[src/rtl/bj_mem_client.sv]
// Blackjack game-state RAM command sequencer.
// Takes one high-level game command at a time and expands it into
// read / capture / write sequences on a 32x8 RAM with a 1-cycle read.
// All outputs are registered and are set on the edge that enters a state.
module bj_mem_client #(
  parameter int ADDR_WIDTH = 5,
  parameter int DATA_WIDTH = 8,
  parameter int MAX_CARDS  = 11
) (
  input  logic                  clk,
  input  logic                  rst,
  input  logic                  cmd_valid,
  output logic                  cmd_ready,
  input  logic [2:0]            cmd_op,
  input  logic [DATA_WIDTH-1:0] cmd_data,
  output logic                  done,
  output logic                  err,
  output logic [ADDR_WIDTH-1:0] mem_addr_rd,
  input  logic [DATA_WIDTH-1:0] mem_rdata,
  output logic [ADDR_WIDTH-1:0] mem_addr_wr,
  output logic [DATA_WIDTH-1:0] mem_wdata,
  output logic                  mem_we
);

  typedef enum logic [3:0] {IDLE, RD1, CAP1, RD2, CAP2, WR1, WR2, WR3, FIN} state_t;

  localparam logic [2:0] OP_ADD_P = 3'd1, OP_ADD_D = 3'd2, OP_BET   = 3'd3,
                         OP_WIN   = 3'd4, OP_PUSH  = 3'd5, OP_LOSE  = 3'd6,
                         OP_STATE = 3'd7;

  localparam logic [ADDR_WIDTH-1:0] A_PBASE = 5'h00, A_PCNT = 5'h0B,
                                    A_DBASE = 5'h0C, A_DCNT = 5'h17,
                                    A_STATE = 5'h18, A_BET  = 5'h19,
                                    A_BAL   = 5'h1A, A_PSCR = 5'h1B,
                                    A_DSCR  = 5'h1C,
                                    // unused location: read port parks here
                                    // while writes are in flight
                                    A_PARK  = 5'h1F;

  localparam logic [DATA_WIDTH-1:0] SAT = '1;

  state_t                state;
  logic [2:0]            op_q;
  logic [DATA_WIDTH-1:0] data_q;
  logic [DATA_WIDTH-1:0] r1;

  logic                  is_dealer;
  logic [ADDR_WIDTH-1:0] base_a, cnt_a, scr_a, slot_a;
  logic                  card_ok;
  logic [DATA_WIDTH-1:0] card_val, card_sum, settle_sum;
  logic [DATA_WIDTH:0]   card_sum9;
  logic [DATA_WIDTH+1:0] settle_sum10;

  // Per-command address selection, card value and saturating sums
  always_comb begin
    is_dealer = (op_q == OP_ADD_D);
    base_a    = is_dealer ? A_DBASE : A_PBASE;
    cnt_a     = is_dealer ? A_DCNT  : A_PCNT;
    scr_a     = is_dealer ? A_DSCR  : A_PSCR;
    slot_a    = base_a + mem_rdata[ADDR_WIDTH-1:0];
    card_ok   = (data_q != '0) && (data_q <= DATA_WIDTH'(13));
    card_val  = (data_q > DATA_WIDTH'(10)) ? DATA_WIDTH'(10) : data_q;
    card_sum9 = {1'b0, mem_rdata} + {1'b0, card_val};
    card_sum  = card_sum9[DATA_WIDTH] ? SAT : card_sum9[DATA_WIDTH-1:0];
    settle_sum10 = {2'b00, mem_rdata} +
                   ((op_q == OP_WIN) ? {1'b0, r1, 1'b0} : {2'b00, r1});
    settle_sum = (settle_sum10 > {2'b00, SAT}) ? SAT : settle_sum10[DATA_WIDTH-1:0];
  end

  // Command FSM; outputs for a state are loaded on the edge entering it
  always_ff @(posedge clk) begin
    if (rst) begin
      state       <= IDLE;
      cmd_ready   <= 1'b0;
      done        <= 1'b0;
      err         <= 1'b0;
      mem_we      <= 1'b0;
      mem_addr_rd <= '0;
      mem_addr_wr <= '0;
      mem_wdata   <= '0;
      op_q        <= '0;
      data_q      <= '0;
      r1          <= '0;
    end else begin
      mem_we <= 1'b0;
      done   <= 1'b0;
      err    <= 1'b0;
      case (state)
        IDLE: begin
          if (!cmd_ready) begin
            cmd_ready <= 1'b1;
          end else if (cmd_valid) begin
            cmd_ready <= 1'b0;
            op_q      <= cmd_op;
            data_q    <= cmd_data;
            case (cmd_op)
              OP_ADD_P: begin state <= RD1; mem_addr_rd <= A_PCNT; end
              OP_ADD_D: begin state <= RD1; mem_addr_rd <= A_DCNT; end
              OP_BET:   begin state <= RD1; mem_addr_rd <= A_BAL;  end
              OP_WIN, OP_PUSH: begin state <= RD1; mem_addr_rd <= A_BET; end
              OP_LOSE: begin
                state <= WR2; mem_we <= 1'b1; mem_addr_wr <= A_BET; mem_wdata <= '0;
              end
              OP_STATE: begin
                if (cmd_data > DATA_WIDTH'(4)) begin
                  state <= FIN; done <= 1'b1; err <= 1'b1;
                end else begin
                  state <= WR1; mem_we <= 1'b1; mem_addr_wr <= A_STATE; mem_wdata <= cmd_data;
                end
              end
              default: begin state <= FIN; done <= 1'b1; err <= 1'b1; end
            endcase
          end
        end
        RD1: state <= CAP1;
        CAP1: begin
          r1          <= mem_rdata;
          mem_addr_rd <= A_PARK;
          case (op_q)
            OP_ADD_P, OP_ADD_D: begin
              if (!card_ok || mem_rdata >= DATA_WIDTH'(MAX_CARDS)) begin
                state <= FIN; done <= 1'b1; err <= 1'b1;
              end else begin
                state <= WR1; mem_we <= 1'b1; mem_addr_wr <= slot_a; mem_wdata <= data_q;
              end
            end
            OP_BET: begin
              if (data_q == '0 || data_q > mem_rdata) begin
                state <= FIN; done <= 1'b1; err <= 1'b1;
              end else begin
                state <= WR1; mem_we <= 1'b1; mem_addr_wr <= A_BAL; mem_wdata <= mem_rdata - data_q;
              end
            end
            default: begin state <= RD2; mem_addr_rd <= A_BAL; end
          endcase
        end
        RD2: state <= CAP2;
        CAP2: begin
          mem_addr_rd <= A_PARK;
          mem_we      <= 1'b1;
          if (op_q == OP_ADD_P || op_q == OP_ADD_D) begin
            state <= WR3; mem_addr_wr <= scr_a; mem_wdata <= card_sum;
          end else begin
            state <= WR1; mem_addr_wr <= A_BAL; mem_wdata <= settle_sum;
          end
        end
        WR1: begin
          if (op_q == OP_STATE) begin
            state <= FIN; done <= 1'b1;
          end else begin
            state  <= WR2;
            mem_we <= 1'b1;
            case (op_q)
              OP_ADD_P, OP_ADD_D: begin mem_addr_wr <= cnt_a; mem_wdata <= r1 + 1'b1; end
              OP_BET:             begin mem_addr_wr <= A_BET; mem_wdata <= data_q; end
              default:            begin mem_addr_wr <= A_BET; mem_wdata <= '0; end
            endcase
          end
        end
        WR2: begin
          if (op_q == OP_ADD_P || op_q == OP_ADD_D) begin
            state <= RD2; mem_addr_rd <= scr_a;
          end else begin
            state <= FIN; done <= 1'b1;
          end
        end
        WR3: begin state <= FIN; done <= 1'b1; end
        FIN: begin state <= IDLE; cmd_ready <= 1'b1; end
        default: state <= IDLE;
      endcase
    end
  end

endmodule
[config.mk]
export PLATFORM = sky130hd
export DESIGN_NAME = bj_mem_client
export DESIGN_NICKNAME = d
export VERILOG_FILES = /design/src/rtl/bj_mem_client.sv
export SDC_FILE = /design/constraint.sdc
export NUM_CORES = 1
export LEC_CHECK = 0
export ABC_AREA = 1
export CAP_MARGIN = 20
export CORE_ASPECT_RATIO = 0.6
export CORE_MARGIN = 2
export CORE_UTILIZATION = 55
export CTS_CLUSTER_DIAMETER = 80
export DETAILED_ROUTE_END_ITERATION = 8
export HOLD_SLACK_MARGIN = 0.02
export PLACE_DENSITY = 0.77
export RECOVER_POWER = 100
export SYNTH_ARGS = -nofsm -noshare
export SYNTH_HDL_FRONTEND = slang
export SYNTH_SLANG_ARGS = --single-unit
[constraint.sdc]
create_clock -name clk -period 5.6 [get_ports clk]
set_input_delay 1.4 -clock clk [delete_from_list [all_inputs] [get_ports clk]]
set_output_delay 1.4 -clock clk [all_outputs]
set_load 0.02 [all_outputs]
==> flow_summary.ini <==
[outcome]
status = finished, final reports clean

[die]
ioPinCount = 44
num_rows = 25
die_h_microns = 73.5
initial_core_util_pct = 56.4
die_area_sq_um = 8800
die-width_microns = 120
core_sq_um = 7850

[clocking]
clk_pin_slew_ps = 70
cts_resized = 0
clock_path_buffers = 2
clkLatencyLatePin_ps = 300
h-tree-depth = 2
root_buffer = clkbuf_16
cts_setup_buffers = 0
numCtsBuffers = 5
cts_num_sinks = 45
holdBufCountCts = 0
tritoncts = done

[layout]
syn2layout_area_growth_pct = 14.6
final_nets = 868
nFillCells = 758
final_cells = 919
insertedDiodeCount = 0
drive_gt1_share_pct = 3.33

[logic_synthesis]
synth.largest_area_cell = dfxtp_1
synthTopCellsByArea = dfxtp_1 20%, nand2_1 18%, inv_1 11%, ha_1 9.0%, nor2_1 7.2%
seq_area_frac_synth_pct = 20.4
yosysTopAreaCellShare_pct = 20.4
yosys_warnings = 0
syn_area_per_cell_sq_um = 5.75
synth_cells = 770
synth_area_sq_um = 4420
ys_ff_latch = 45
yosysUniqueCellTypes = 35

[sta]
setup_viol = 0
finalSetupTns_ps = 0
clock.fmax_ghz = 0.254
timing_hold_violations_final = 0
max-slew-margin-rel_pct = 35.8
clock_skew_ps = 5.19
tightest_slew_ps = 961
hold_slack_ps = 440
period_needed_ps = 3940
slew_violations = 0
final_min_period_over_clock_period_pct = 70.3
fin_ws_ps = 1660
rsz0062_at_grt = no

[setup_path]
crit_chain = dlygate4sd3_1, inv_1, ha_1, inv_1, fa_1, nand3_1, nand3_1, nand2_1, nand2_1, nand2_1, nand3_1, nand3_1, nor3_1, nor2_1
cp.required_ps = 5790
regToRegStartpoint = data_q[4]$_SDFFE_PP0P_
rrSetupSlack_ps = 2580
end_kind = flop
worstSetupPathType = in -> reg
max_stage_delay_ps = 670
setup.worst_path.start_class = input port
cp_max_fo = 17
worstRegToRegCells = 18
cp.arrival_ps = 4130
cpMaxStageDelayCell = dlygate4sd3_1
reg2reg_to = mem_wdata[6]$_SDFFE_PP0P_
critPathMostFrequentCell = nand3_1

[worst_hold_path]
hp-class = reg -> reg
hold_depth = 2
hold_end = mem_addr_rd[2]$_SDFFE_PP0P_
hold_start = mem_addr_rd[2]$_SDFFE_PP0P_

[drt]
vias_per_cell = 5.61
post_drt_wl_per_cell_microns = 15.9
drcViolationCount = 0
routed_wl_mm = 14.6
drt-initial-drc-count = 710
postRouteAntennaNets = 0
vias = 5152
first_pass_iters = 8

[place]
post-place-ws_ps = 1560
hpwl_mm = 11.5
dp_cells = 911
place_congestion = 0.991
port_buffers = 43

[grt]
grt_pass1_wl_mm = 23.0
antenna_found_initial = 0
grt_max_degree = 34
grt_overflow = 0
track_usage_pct = 34.1
grt_pass1_vias = 4474

[pwr]
powerDensity_nw_per_um2 = 228
ir_worst_vdd_mv = 0.132
power_uw = 1150
p_leak_uw = 0.00263

[run]
cap_viol_max_count = 0
-- logic make-up after synthesis --
family	Yosys count	synth area share [%]
AOI/OAI and AO/OA	126	15.0
xor gates and xnor gates	7	1.39
other	1	0.0848
DFF	45	20.4
and+or+nand+nor	403	38.9
adders and majority gates	36	10.9
buffers and inverters	152	13.3
-- worst max-delay path by stage --
stage,to,cells after the start,start
after floorplan,mem_wdata[2]$_SDFFE_PP0P_,15,mem_rdata[0]
after global placement,mem_we$_SDFF_PP0_,15,mem_rdata[0]
after detailed placement,mem_we$_SDFF_PP0_,15,mem_rdata[0]
after CTS,mem_we$_SDFF_PP0_,15,mem_rdata[0]
after global routing,mem_addr_wr[4]$_SDFFE_PP0P_,15,mem_rdata[0]
final,mem_addr_wr[4]$_SDFFE_PP0P_,14,mem_rdata[0]
-- registers in the layout (all words and copies together) (netlist names) --
| name | flops |
|---|---|
| mem_we | 1 |
| state | 4 |
| done | 1 |
| data_q | 8 |
| r1 | 8 |
| mem_addr_rd | 5 |
| cmd_ready | 1 |
| err | 1 |
| op_q | 3 |
| mem_addr_wr | 5 |
| mem_wdata | 8 |
-- cell usage after synthesis --
cell / n
nand2_2: 5
nor3_1: 11
fa_1: 4
a211oi_1: 2
nand3b_1: 3
o31ai_1: 1
nand2_1: 213
clkbuf_1: 6
nand3_4: 1
nand4_1: 14
a21oi_1: 59
buf_2: 7
ha_1: 32
buf_8: 1
inv_2: 4
nand3_2: 1
o21a_1: 1
o21ai_0: 54
nand3b_2: 1
nor3_2: 1
xnor2_1: 5
o31a_1: 1
dfxtp_1: 45
nor2_4: 2
o311ai_0: 1
nand3_1: 61
conb_1: 1
a31oi_1: 2
nor2_1: 85
nor2_2: 4
o211ai_1: 4
o221ai_1: 1
xor2_1: 2
inv_1: 134
nor4_1: 1
-- report_power, final --
group          switching (uW)  internal (uW)
logic                     303            163
registers                29.6            352
clock network             141            166
-- through the flow --
stage	instance area, sq um	util (%)
2_1_floorplan	4440	-
3_3_place_gp	4940	62.9
3_5_place_dp	4940	62.9
4_1_cts	5080	64.7
5_1_grt	5070	64.6
6_report	5070	64.6
-- final cells by class --
cell class / count / area [sq um] / area share (%)
clock inverters: 3 / 21.3 / 0.420
inverters: 138 / 518 / 10.2
multi-input cells: 576 / 2930 / 57.8
repair buffers: 44 / 438 / 8.64
well taps: 108 / 135 / 2.67
flip-flops and latches: 45 / 901 / 17.8
clock buffers: 5 / 125 / 2.47
-- layer usage --
metal	routed length, microns	global-route usage [%]	vias to the layer above
met5	0	0	-
met1	6760	51.1	2255
met3	2420	13.7	27
met2	5220	45.2	332
met4	184	6.27	0
li1	-	-	2538
-- critical path, delay by kind of cell --
family / cells / cell delay, ps
adder cells (fa/ha/maj): 2 / 450
AND/OR/NAND/NOR: 9 / 1390
buffers and inverters: 3 / 870
-- placed cells by master, fill, tap and decap left out --
cell type        Yosys  final
clkinvlp_4           0      1
nor2_2               4      4
a21oi_1             59     59
a31oi_1              2      2
clkdlybuf4s50_1      0     18
clkinv_2             0      1
fa_1                 4      4
a211oi_1             2      2
o211ai_1             4      4
nand2_2              5      5
inv_2                4      4
xor2_1               2      2
nor3_1              11     11
nor2_1              85     85
buf_4                0      1
inv_1              134    134
o31a_1               1      1
nand3b_1             3      3
xnor2_1              5      5
o21ai_0             54     54
inv_6                0      1
o221ai_1             1      1
nor4_1               1      1
nand3b_2             1      1
nor3_2               1      1
o311ai_0             1      1
o31ai_1              1      1
nand3_1             61     62
clkbuf_16            0      5
conb_1               1      4
o21a_1               1      1
nand4_1             14     14
nor2_4               2      2
nand2_1            213    213
ha_1                32     32
dlygate4sd3_1        0     25
dfxtp_1             45     45
nand3_2              1      1
No activity file was read; power rests on OpenSTA's default activity.
